$ cat config.mk
export PLATFORM = sky130hd
export DESIGN_NAME = alu_adder_hold
export DESIGN_NICKNAME = d
export VERILOG_FILES = /design/src/rtl/alu_pkg.sv /design/src/rtl/alu_bcd_adjust.sv /design/src/rtl/alu_adder_hold.sv
export SDC_FILE = /design/constraint.sdc
export NUM_CORES = 1
export LEC_CHECK = 0
export ABC_AREA = 1
export BUFFER_PORTS_ARGS = -buffer_cell sky130_fd_sc_hd__buf_2
export CAP_MARGIN = 0
export CORE_ASPECT_RATIO = 1.25
export CORE_MARGIN = 2
export CORE_UTILIZATION = 50
export CTS_CLUSTER_DIAMETER = 40
export DETAILED_ROUTE_END_ITERATION = 6
export MAX_ROUTING_LAYER = met4
export PLACE_DENSITY = 0.77
export SYNTH_ARGS = -nofsm -noshare
export SYNTH_HDL_FRONTEND = slang
export SYNTH_SLANG_ARGS = --single-unit
export TNS_END_PERCENT = 5
$ cat constraint.sdc
create_clock -name Clk -period 2.4 [get_ports Clk]
set_input_delay 0 -clock Clk [delete_from_list [all_inputs] [get_ports Clk]]
set_output_delay 0 -clock Clk [all_outputs]
set_load 0.05 [all_outputs]
$ cat src/rtl/alu_pkg.sv
// Shared types and constants for the ALU adder/logic hold stage.
// Consumed by alu_adder_hold and, in ALU_DECIMAL_EN builds, alu_bcd_adjust.
package alu_pkg;

    typedef enum logic [2:0] {
        OP_SUM = 3'd0,
        OP_AND = 3'd1,
        OP_OR  = 3'd2,
        OP_EOR = 3'd3,
        OP_SR  = 3'd4
    } alu_op_t;

    typedef enum logic [1:0] {
        ST_IDLE,
        ST_COMPUTE,
        ST_ADJUST,
        ST_DONE
    } alu_state_t;

    localparam logic [3:0] BCD_ADJ       = 4'h6;
    localparam logic [3:0] BCD_MAX_DIGIT = 4'h9;

endpackage

$ cat src/rtl/alu_bcd_adjust.sv
// Combinational NMOS-style BCD correction of one binary adder byte.
// Only built when ALU_DECIMAL_EN is defined (the 2A03 build has no decimal mode).
`ifdef ALU_DECIMAL_EN
module alu_bcd_adjust
    import alu_pkg::*;
(
    input  logic [7:0] sum,
    input  logic       half,
    input  logic       carry,
    input  logic       subtract,
    output logic [7:0] adj,
    output logic       carry_adj
);

    logic [4:0] lo_raw;
    logic [4:0] lo_adj;
    logic       lo_gt9;
    logic [5:0] hi_raw;
    logic [5:0] hi_adj;

    always_comb begin
        // {half, sum[3:0]} is the full low-digit sum A_lo + B_lo + Cin.
        lo_raw = {half, sum[3:0]};
        lo_gt9 = (lo_raw > {1'b0, BCD_MAX_DIGIT});
        lo_adj = lo_gt9 ? (lo_raw + {1'b0, BCD_ADJ}) : lo_raw;
        // Binary high digit already carries 'half'; add the extra decimal carry only.
        hi_raw = {1'b0, carry, sum[7:4]} + {5'b0, (lo_gt9 && !half)};
        hi_adj = (hi_raw > {2'b0, BCD_MAX_DIGIT}) ? (hi_raw + {2'b0, BCD_ADJ}) : hi_raw;

        adj       = {hi_adj[3:0], lo_adj[3:0]};
        carry_adj = (hi_adj > 6'd15);

        if (subtract) begin
            adj[3:0]  = half  ? sum[3:0] : (sum[3:0] - BCD_ADJ);
            adj[7:4]  = carry ? sum[7:4] : (sum[7:4] - BCD_ADJ);
            carry_adj = carry;
        end
    end

endmodule
`endif

$ cat src/rtl/alu_adder_hold.sv
// Registered 6502 adder/logic stage with adder hold register and start/done handshake.
// Define ALU_DECIMAL_EN to build the ADJUST state and BCD correction (DATA_W must be 8).
module alu_adder_hold
    import alu_pkg::*;
#(
    parameter int DATA_W = 8
)
(
    input  logic              Clk,
    input  logic              Reset_n,
    input  logic              Start,
    input  logic [2:0]        Op,
    input  logic [DATA_W-1:0] AIn,
    input  logic [DATA_W-1:0] BIn,
    input  logic              CarryIn,
    input  logic              DecimalEn,
    input  logic              Subtract,
    output logic              Busy,
    output logic              Done,
    output logic [DATA_W-1:0] AddHold,
    output logic              CarryOut,
    output logic              OverflowOut,
    output logic              HalfCarry
);

    alu_state_t        state, state_nx;
    logic              accept;
    logic              go_adjust;

    logic [DATA_W-1:0] a_p0, b_p0;
    logic              cin_p0;
    logic [2:0]        op_p0;

    logic [DATA_W:0]   sum9;
    logic [4:0]        sum_lo;
    logic [DATA_W-1:0] res_nx;
    logic              c_nx, v_nx, h_nx;

    assign accept = Start && ((state == ST_IDLE) || (state == ST_DONE));

`ifdef ALU_DECIMAL_EN
    logic       dec_p0, sub_p0;
    logic [7:0] adj_res;
    logic       adj_c;

    always_ff @(posedge Clk) begin
        if (accept) begin
            dec_p0 <= DecimalEn;
            sub_p0 <= Subtract;
        end
    end

    // Codes 5-7 behave as SUM, so anything that is not a logic/shift op adjusts.
    assign go_adjust = dec_p0 && !(op_p0 inside {OP_AND, OP_OR, OP_EOR, OP_SR});

    alu_bcd_adjust u_bcd (
        .sum       (AddHold),
        .half      (HalfCarry),
        .carry     (CarryOut),
        .subtract  (sub_p0),
        .adj       (adj_res),
        .carry_adj (adj_c)
    );
`else
    logic unused_dec;
    assign unused_dec = ^{DecimalEn, Subtract};
    assign go_adjust  = 1'b0;
`endif

    // p0: operand latch, deliberately not reset
    always_ff @(posedge Clk) begin
        if (accept) begin
            a_p0   <= AIn;
            b_p0   <= BIn;
            cin_p0 <= CarryIn;
            op_p0  <= Op;
        end
    end

    always_comb begin
        sum9   = {1'b0, a_p0} + {1'b0, b_p0} + {{DATA_W{1'b0}}, cin_p0};
        sum_lo = {1'b0, a_p0[3:0]} + {1'b0, b_p0[3:0]} + {4'b0, cin_p0};
        res_nx = sum9[DATA_W-1:0];
        c_nx   = sum9[DATA_W];
        v_nx   = (a_p0[DATA_W-1] == b_p0[DATA_W-1]) && (sum9[DATA_W-1] != a_p0[DATA_W-1]);
        h_nx   = sum_lo[4];
        case (op_p0)
            OP_AND: begin res_nx = a_p0 & b_p0; c_nx = 1'b0; v_nx = 1'b0; h_nx = 1'b0; end
            OP_OR:  begin res_nx = a_p0 | b_p0; c_nx = 1'b0; v_nx = 1'b0; h_nx = 1'b0; end
            OP_EOR: begin res_nx = a_p0 ^ b_p0; c_nx = 1'b0; v_nx = 1'b0; h_nx = 1'b0; end
            OP_SR:  begin
                res_nx = {cin_p0, a_p0[DATA_W-1:1]};
                c_nx   = a_p0[0];
                v_nx   = 1'b0;
                h_nx   = 1'b0;
            end
            default: ;
        endcase
    end

    always_ff @(posedge Clk or negedge Reset_n) begin
        if (!Reset_n) begin
            state <= ST_IDLE;
        end else begin
            state <= state_nx;
        end
    end

    always_comb begin
        state_nx = state;
        Busy     = 1'b0;
        Done     = 1'b0;
        case (state)
            ST_IDLE:    if (Start) state_nx = ST_COMPUTE;
            ST_COMPUTE: begin
                Busy     = 1'b1;
                state_nx = go_adjust ? ST_ADJUST : ST_DONE;
            end
            ST_ADJUST:  begin
                Busy     = 1'b1;
                state_nx = ST_DONE;
            end
            ST_DONE:    begin
                Done     = 1'b1;
                state_nx = Start ? ST_COMPUTE : ST_IDLE;
            end
            default:    state_nx = ST_IDLE;
        endcase
    end

    // p1: adder hold register, refined in place by ADJUST
    always_ff @(posedge Clk or negedge Reset_n) begin
        if (!Reset_n) begin
            AddHold     <= '0;
            CarryOut    <= 1'b0;
            OverflowOut <= 1'b0;
            HalfCarry   <= 1'b0;
        end else if (state == ST_COMPUTE) begin
            AddHold     <= res_nx;
            CarryOut    <= c_nx;
            OverflowOut <= v_nx;
            HalfCarry   <= h_nx;
        end
`ifdef ALU_DECIMAL_EN
        else if (state == ST_ADJUST) begin
            AddHold  <= adj_res;
            CarryOut <= adj_c;
        end
`endif
    end

endmodule

==> impl_results.md, run 1 <==
- Root buf cell: clkbuf_8
- First-pass GRT wire length: 7.058 mm
- GRT Util Overall: 21.50%
- GPL Wtd Cong: 0.9350
- # Post-CTS Setup Buffers: 0
- Clock sink count: 33
- Nets: 362
- Cts bufs inserted: 5
- Sequential area share after synthesis: 44.90%
- Clk_lat worst skew: 0.29 ns
- Setup TNS: 0 ns
- I/O pin total: 38
- CTS tree: built
- Port Buffers: 35
- Drt initial violations: 58
- Slew @ Worst Pin: 0.3511 ns
- Antenna violations before repair: 0
- Slew margin rel.: 76.57%
- Crit path time final: 2.011 ns
- P&R area growth vs syn: 26.82%
- Worst EP arrival: 2.19 ns
- RSZ-0062 raised after global routing: false
- Final ANT Viol Nets: 0
- Synth cell types: 25
- Syn avg cell area: 8.248 um^2
- Crit-path cells: fa_1 -> fa_1 -> nand2_1 -> nand2_1 -> nand2_1 -> nand2_1 -> a21oi_1 -> nor2_1
- Commonest non-fill, non-tap cell in the layout: nand2_1
- Starting Density: 51.12%
- Status: finished, final reports clean
- Worst path bufs/invs: 0
- P_leak: 1.315 nW
- Cts hold-fix bufs: 22
- Synthesized area: 0.002062 mm^2
- Syn_nets: 297
- Vias in the first global route: 1673
- Die Y: 75.80 um
- Std cell rows: 26
- Synthesis Warnings: 0
- Layout cell share with drive strength beyond 1: 15.56%
- CTS Buffer Depth: 2
- DR vias: 1789
- VDD IR-drop max: 615.6 uV
- CP required: 2.58 ns
- FILL cells: 373
- Grt ovf: 0
- CP delay by family, top: adder cells
- Core box area: 0.004034 mm^2
- Final Util: 64.83%
- HP Class: input pin to asynchronous set/reset pin
- Commonest cells after routing, fill and taps aside: nand2_1 (69), inv_1 (43), buf_2 (35)
- Final hold violations: 0
- Residual DRC: 0
- Largest net degree at the start of global routing: 21
- Post-Syn Instances: 250
- Die ar.: 0.004657 mm^2
- PD cells: 1244 mW/mm^2
- Worst setup EP type: flip-flop
- First-pass DRT Iterations: 4
- Final WL: 4.359 mm
- Chip width: 61.44 um
- Setup violators final: 0
- Worst-path fanout max: 3
- Cell repeated most along the worst path: nand2_1
- Startpoint Class: flip-flop
- Htree depth: 2
- Final HPWL DP: 3.191 mm
- Mean routed wirelength per cell: 11.75 um
- Max Cap Viol: 0
- Tcrit/Tclk final: 83.78%
- F_max: 497.3 MHz
- Critical path class: flip-flop to flip-flop
- Number of synthesized register bits: 33
- Via density: 4.822
- Cts repair resizes: 0
- Max Slew Vio Count: 0
- # diodes: 0
- Worst path max stage delay: 0.51 ns
- Critical path's slowest cell: fa_1
- Clock transition at path regs: 0.06 ns
- Clock Skew: 0.005257 ns
==> routing by layer <==
metal | GRT usage, % | vias up | wire length (um)
met5 | - | - | 0
met4 | 7.801 | 0 | 65
met3 | 4.414 | 7 | 173
met2 | 36.52 | 40 | 2248
met1 | 24.89 | 815 | 1872
li1 | - | 927 | -
==> power breakdown <==
group | leakage (nW) | internal, mW | total (mW) | switching [mW]
Sequential | 0.341 | 0.860 | 0.995 | 0.135
Combinational | 0.935 | 0.587 | 1.87 | 1.28
Clock | 0.0387 | 0.195 | 0.386 | 0.191
==> cell usage after synthesis <==
library cell / n / area (um^2)
inv_1: 43 / 161.4
ha_1: 20 / 250.2
nand2_1: 69 / 259.0
o22ai_1: 2 / 12.51
a22o_1: 1 / 8.760
nor2_2: 3 / 18.77
xnor2_1: 1 / 8.760
nor2_1: 22 / 82.58
clkbuf_1: 1 / 3.750
nand3_1: 18 / 90.09
o211ai_1: 1 / 7.510
nor2_4: 1 / 11.26
nand3b_1: 2 / 15.01
nor3_1: 2 / 10.01
a31oi_1: 1 / 6.260
inv_2: 1 / 3.750
o21a_1: 1 / 7.510
dfrtp_1: 13 / 325.3
o21ai_0: 12 / 60.06
nand4_1: 4 / 25.02
nand2_2: 2 / 12.51
or2_1: 1 / 6.260
edfxtp_1: 20 / 600.6
fa_1: 2 / 40.04
a21oi_1: 7 / 35.03
==> path summary, 6_finish.rpt <==
check / from / end / slack [ns] / cells past startpoint
max in group asynchronous: Reset_n / OverflowOut$_DFFE_PN0N_ / 2.04 / 2
worst min-delay path: Reset_n / AddHold[4]$_DFFE_PN0N_ / 0.14 / 2
worst max-delay path: a_p0[0]$_DFFE_PP_ / CarryOut$_DFFE_PN0N_ / 0.39 / 8
worst max register to register: a_p0[0]$_DFFE_PP_ / CarryOut$_DFFE_PN0N_ / 0.39 / 8
min in group Clk: AIn[5] / a_p0[5]$_DFFE_PP_ / 0.42 / 2
worst min register to register: AddHold[6]$_DFFE_PN0N_ / AddHold[6]$_DFFE_PN0N_ / 0.48 / 2
==> state kept, by name, summed over array words and instances (netlist names) <==
name         flops
state            2
HalfCarry        1
b_p0             8
CarryOut         1
cin_p0           1
OverflowOut      1
op_p0            3
AddHold          8
a_p0             8
==> worst reg2reg max path, cell delays in order, from the launching register on <==
cell and delay (ns):
edfxtp_1 0.44, fa_1 0.51, fa_1 0.45, nand2_1 0.12, nand2_1 0.09, nand2_1 0.07
nand2_1 0.05, a21oi_1 0.13, nor2_1 0.05
==> metrics by stage <==
step | setup slack (ns) | power [mW] | hold slack, ns | area [um^2] | std cells
4_1_cts | 0.3998 | 3.265 | 0.1320 | 2615 | 371
6_report | 0.3892 | 3.253 | 0.1378 | 2615 | 371
5_1_grt | 0.2841 | 3.537 | 0.1768 | 2615 | 371
3_3_place_gp | 0.4612 | 2.805 | -0.09798 | 2318 | 342
2_1_floorplan | 0.09730 | 2.421 | -0.2956 | 2062 | 250
3_5_place_dp | 0.4088 | 2.845 | -0.09790 | 2318 | 342
==> kinds of logic (layout without fill, tap and decap cells) <==
logic type	count (synthesis)	after routing	share of synthesized area, %
compound gates	25	25	6.675
xor+xnor	1	1	0.4248
fa+ha+maj	22	22	14.08
buf+inv	45	110	8.191
flops	33	33	44.90
simple gates	124	124	25.73
==> cell type report <==
cell class | count | area, um^2 | share of cell area [%]
clock buffers | 6 | 72.57 | 2.775
clock inverters | 1 | 3.754 | 0.1435
inverters | 44 | 165.2 | 6.316
multi-input cells | 172 | 967.2 | 36.99
flip-flops and latches | 33 | 925.9 | 35.41
well taps | 56 | 70.07 | 2.679
repair buffers | 59 | 410.4 | 15.69
Power figures use the tool's default switching activity.
==> run 2: changes to the inputs <==
PLACE_DENSITY = 0.8   (was 0.77)
clock period = 1.7 ns   (was 2.4 ns; I/O delays follow)
==> run 2 against run 1 <==
  * The run now ends with negative setup slack left
  * Critical path depth did not move
  * Register-to-register slack got worse by 0.52 ns
  * First-iteration DRC count up 21%
  * Combinational power up 59%
  * Clock power grew 39%
  * Power is 51% higher
  * Sequential share of layout area is 1.7 points lower
  * Sequential power up 41%
  * Clock skew is 0.0023 ns higher
  * Worst setup slack worse by 0.52 ns
  * Fmax rose by 10%
  * Routed wire length rose by 2.4%
  * Largest cell class unchanged
  * Largest power group unchanged
  * Highest routed layer unchanged
==> impl_results.md, run 2 (synthesis gave the netlist of run 1 again) <==
- Antenna violations before repair: 0
- Starting Density: 51.12%
- Htree depth: 2
- Layout Cells excl Fill: 380
- Slew margin rel.: 75.86%
- Slew @ Worst Pin: 0.3621 ns
- Worst EP arrival: 2.01 ns
- Crit-path cells: fa_2 -> fa_2 -> nand2_2 -> nand2_2 -> nand2_1 -> nand2_1 -> a21oi_2 -> nor2_1
- Setup TNS: -0.3496 ns
- Commonest non-fill, non-tap cell in the layout: nand2_1
- Clock Skew: 0.007539 ns
- Final ANT Viol Nets: 0
- Placed Area: 0.002406 mm^2
- Critical path's slowest cell: fa_2
- Layout cell share with drive strength beyond 1: 21.91%
- CTS tree: built
- Clock sink count: 33
- Design area: 0.002745 mm^2
- Via density: 4.887
- Worst setup EP type: flip-flop
- GPL Wtd Cong: 0.9120
- Final worst slack: -0.1286 ns
- First-pass DRT Iterations: 4
- Final Util: 68.05%
- RSZ-0062 raised after global routing: true
- WHS: 0.1297 ns
- Worst reg2reg path depth: 8
- Chip width: 61.44 um
- GRT Util Overall: 23.04%
- Worst path bufs/invs: 0
- Critical path class: flip-flop to flip-flop
- Port Buffers: 35
- # diodes: 0
- F_max: 546.9 MHz
- Place WS: -0.1073 ns
- Core box area: 0.004034 mm^2
- Final WL: 4.462 mm
- Worst-path fanout max: 3
- R2R Setup Slk: -0.13 ns
- CTS Buffer Depth: 2
- Crit path time final: 1.829 ns
- DR vias: 1857
- Worst path max stage delay: 0.43 ns
- Cts bufs inserted: 5
- Die ar.: 0.004657 mm^2
- Drt initial violations: 70
- HP Class: input pin to asynchronous set/reset pin
- FILL cells: 371
- PD cells: 1791 mW/mm^2
- R2r endpoint: CarryOut$_DFFE_PN0N_
- Final HPWL DP: 3.382 mm
- Clk_lat worst skew: 0.29 ns
- Tcrit/Tclk final: 107.6%
- Mean routed wirelength per cell: 11.74 um
- Max Slew Vio Count: 0
- Final hold violations: 0
- Startpoint Class: flip-flop
- P&R area growth vs syn: 33.13%
- Failing checks: negative setup slack
- CP required: 1.88 ns
- Grt ovf: 0
- Residual DRC: 0
- Status: finished, violations left
- Std cell rows: 26
- Nets: 371
- P_leak: 1.371 nW
- Commonest cells after routing, fill and taps aside: nand2_1 (65), inv_1 (43), buf_2 (35)
- Inst Count DP: 350
- Largest regs: AddHold (8), a_p0 (8), b_p0 (8)
- I/O pin total: 38
- Max Cap Viol: 0
- VDD IR-drop max: 698.1 uV
- CP delay by family, top: adder cells
- First-pass GRT wire length: 7.603 mm
- Clock transition at path regs: 0.07 ns
- Root buf cell: clkbuf_8
- Tot Pwr: 4.918 mW
- R2r startpoint: cin_p0$_DFFE_PP_
- Die Y: 75.80 um
- Setup violators final: 5
- Largest net degree at the start of global routing: 21
- Vias in the first global route: 1749
## run 2: cell type report
cell class	instances	area [um^2]	share of cell area, %
Clock buffer	6	72.57	2.644
Clock inverter	1	3.754	0.1367
Inverter	44	165.2	6.016
Multi-Input combinational cell	172	1017	37.06
Sequential cell	33	925.9	33.73
Tap cell	56	70.07	2.552
Timing Repair Buffer	68	490.5	17.87
## run 2: layer usage
layer  GRT usage (%)  wire (um)  share of wire [%]
met1           26.40       1884                 42
met2           38.53       2290                 51
met3           4.924        184                4.1
met4           9.929        102                2.3
met5               -          0                  0
## run 2: worst max path at each step
| stage | startpoint | endpoint | slack (ns) | depth (start not counted) |
|---|---|---|---|---|
| floorplan | a_p0[0]$_DFFE_PP_ | CarryOut$_DFFE_PN0N_ | -0.03 | 8 |
| global placement | a_p0[0]$_DFFE_PP_ | CarryOut$_DFFE_PN0N_ | -0.05 | 8 |
| detailed placement | a_p0[0]$_DFFE_PP_ | CarryOut$_DFFE_PN0N_ | -0.11 | 8 |
| CTS | a_p0[0]$_DFFE_PP_ | AddHold[2]$_DFFE_PN0N_ | -0.10 | 6 |
| global route | cin_p0$_DFFE_PP_ | CarryOut$_DFFE_PN0N_ | -0.18 | 8 |
| finish | cin_p0$_DFFE_PP_ | CarryOut$_DFFE_PN0N_ | -0.13 | 8 |
## run 2: worst reg2reg max path: cells and delay by family (launching register included)
family                   cells  cell delay [ns]
flip-flops                   1             0.42
adder cells (fa/ha/maj)      2             0.85
AO/OA/AOI/OAI                1             0.12
AND/OR/NAND/NOR              5             0.33
## run 2: where the power goes
| part | switching, mW | total [mW] | internal, mW |
|---|---|---|---|
| combinational | 1.95 | 2.98 | 1.03 |
| sequential | 0.185 | 1.40 | 1.21 |
| clock | 0.263 | 0.538 | 0.275 |
## run 2: timing repair
| item | 4_1_cts | 5_1_grt |
|---|---|---|
| gates resized for setup | 2 | 8 |
| hold buffers | 22 | 0 |
| endpoints found under the hold margin | 34 | 0 |
| setup endpoints to repair | 6 | 8 |
| buffers inserted | 0 | 1 |
| pin swaps | 0 | 9 |
==> run 3: changes to the inputs <==
CORE_MARGIN = default   (was 2)
==> run 3 against run 2 <==
  * The run still ends with negative setup slack left
  * Clock power grew 1%
  * Clock skew down 0.0017 ns
  * Sequential power about the same
  * Hold slack gained 0.0089 ns
  * Power increased by 1.4%
  * Clock-buffer cell count unchanged
  * Non-clock buffer count grew 1
  * Register-to-register slack gained 0.05 ns
  * First-iteration DRC count increased by 31%
  * Final cell count shrank 0.26%
  * Critical endpoint unchanged
  * Fmax up 3.0%
==> impl_results.md, run 3 (synthesis gave the netlist of run 1 again) <==
- Critical path's slowest cell: fa_2
- Chip width: 59.44 um
- F_max: 563.3 MHz
- Worst-path fanout max: 3
- P_leak: 1.375 nW
- Startpoint Class: flip-flop
- # diodes: 0
- Setup TNS: -0.2321 ns
- Clock transition at path regs: 0.07 ns
- Die ar.: 0.004387 mm^2
- Core box area: 0.003879 mm^2
- Clock power frac: 10.9%
- Commonest cells after routing, fill and taps aside: nand2_1 (64), inv_1 (43), buf_2 (35)
- Switching Power: 2.442 mW
- Final ANT Viol Nets: 0
- CP delay by family, top: adder cells
- Final worst slack: -0.07516 ns
- CP required: 1.88 ns
- HP Class: input pin to asynchronous set/reset pin
- Std cell rows: 25
- Port Buffers: 35
- Final HPWL DP: 3.301 mm
- Antenna violations before repair: 0
- Failing checks: negative setup slack
- Root buf cell: clkbuf_8
- Max Cap Viol: 0
- Seq pwr share: 28.2%
- Place WS: -0.1133 ns
- Tot Pwr: 4.985 mW
- Worst path max stage delay: 0.43 ns
- Worst setup EP type: flip-flop
- Tcrit/Tclk final: 104.4%
- Switching power share of the total: 49.00%
- Seq. cell area: 925.9 um^2
- First-pass DRT Iterations: 4
- Worst path bufs/invs: 0
- Final WL: 4.629 mm
- Cts bufs inserted: 5
- Nets: 372
- Status: finished, violations left
- R2r startpoint: cin_p0$_DFFE_PP_
- Clock sink count: 33
- Drt initial violations: 92
- I/O pin total: 38
- Die Y: 73.80 um
- P_int: 2.542 mW
- GRT Util Overall: 22.60%
- Setup violators final: 4
- Crit path time final: 1.775 ns
- Crit-path cells: fa_2 -> fa_2 -> nand2_2 -> nand2_2 -> nand2_1 -> nand2_1 -> a21oi_2 -> nor2_1
- R2R Setup Slk: -0.08 ns
- Max Slew Vio Count: 0
- Final Util: 71.42%
- CTS Buffer Depth: 2
- Slew margin rel.: 74.30%
- Htree depth: 2
- Commonest non-fill, non-tap cell in the layout: nand2_1
- Starting Density: 53.16%
- Clk_lat worst skew: 0.29 ns
- Worst reg2reg path depth: 8
- Grt ovf: 0
- RSZ-0062 raised after global routing: true
- CTS tree: built
- Final hold violations: 0
- Critical path class: flip-flop to flip-flop
- Layout cell share with drive strength beyond 1: 22.77%
- Worst EP arrival: 1.96 ns
- FILL cells: 337
- Part of the power in combinational logic: 60.9%
- Largest regs: AddHold (8), a_p0 (8), b_p0 (8)
- PD cells: 1799 mW/mm^2
- Via density: 4.953
- Largest net degree at the start of global routing: 21
- Mean routed wirelength per cell: 12.21 um
- VDD IR-drop max: 807.0 uV
- Vias in the first global route: 1715
- First-pass GRT wire length: 7.031 mm
- GPL Wtd Cong: 0.9307
- DR vias: 1877
- Slew @ Worst Pin: 0.3841 ns
- R2r endpoint: CarryOut$_DFFE_PN0N_
- Multi-input gate area: 0.001037 mm^2
- Clock Skew: 0.005847 ns
- Worst setup path start: cin_p0$_DFFE_PP_
- P&R area growth vs syn: 34.34%
- Residual DRC: 0
run 3: repair_timing:
item                       CTS  global route
pin swaps                    2             2
hold endpoints to repair    34             0
setup buffers                1             1
resized for setup            4             9
setup endpoints to repair    6             7
hold buffers                22             0
run 3: power by group through the flow:
stage	clock (mW)	sequential (mW)	combinational, mW
6_report	0.544	1.41	3.03
4_1_cts	0.549	1.41	2.90
3_3_place_gp	0	1.40	2.74
2_1_floorplan	0	1.83	1.62
5_1_grt	0.573	1.44	3.30
3_5_place_dp	0	1.42	2.80
run 3: worst max-delay path by stage:
stage	cells after the start	end	slack (ns)
final	8	CarryOut$_DFFE_PN0N_	-0.08
after global routing	8	CarryOut$_DFFE_PN0N_	-0.15
after CTS	8	CarryOut$_DFFE_PN0N_	-0.08
after detailed placement	8	CarryOut$_DFFE_PN0N_	-0.11
after global placement	8	CarryOut$_DFFE_PN0N_	-0.05
after floorplan	8	CarryOut$_DFFE_PN0N_	-0.03
run 3: layout make-up:
type	count	area share [%]
sequential	33	33.42
clock buffer	6	2.620
inverter	44	5.962
tap	54	2.439
multi-input combinational	172	37.44
timing repair buffer	69	17.98
clock inverter	1	0.1355
run 3: stage by stage:
| step | instance area (um^2) | hold slack (ns) | instances |
|---|---|---|---|
| floorplan | 2077 | -0.2956 | 250 |
| CTS | 2718 | 0.1341 | 378 |
| global placement | 2404 | -0.09545 | 348 |
| global route | 2770 | 0.1858 | 379 |
| detailed placement | 2404 | -0.1004 | 348 |
| finish | 2770 | 0.1386 | 379 |
run 3: routing by layer:
| metal | track usage [%] | share of wire [%] | wire length [um] | up-vias |
|---|---|---|---|---|
| li1 | - | - | - | 949 |
| met1 | 24.74 | 41 | 1882 | 858 |
| met2 | 38.83 | 51 | 2379 | 60 |
| met3 | 4.930 | 5.6 | 258 | 10 |
| met4 | 9.788 | 2.3 | 108 | 0 |
| met5 | - | 0 | 0 | - |
run 3: worst register-to-register path, delay by kind of cell, from the launching register on:
kind,cells,cell delay [ns]
adder cells (fa/ha/maj),2,0.82
AND/OR/NAND/NOR,5,0.32
flip-flops,1,0.42
AO/OA/AOI/OAI,1,0.11
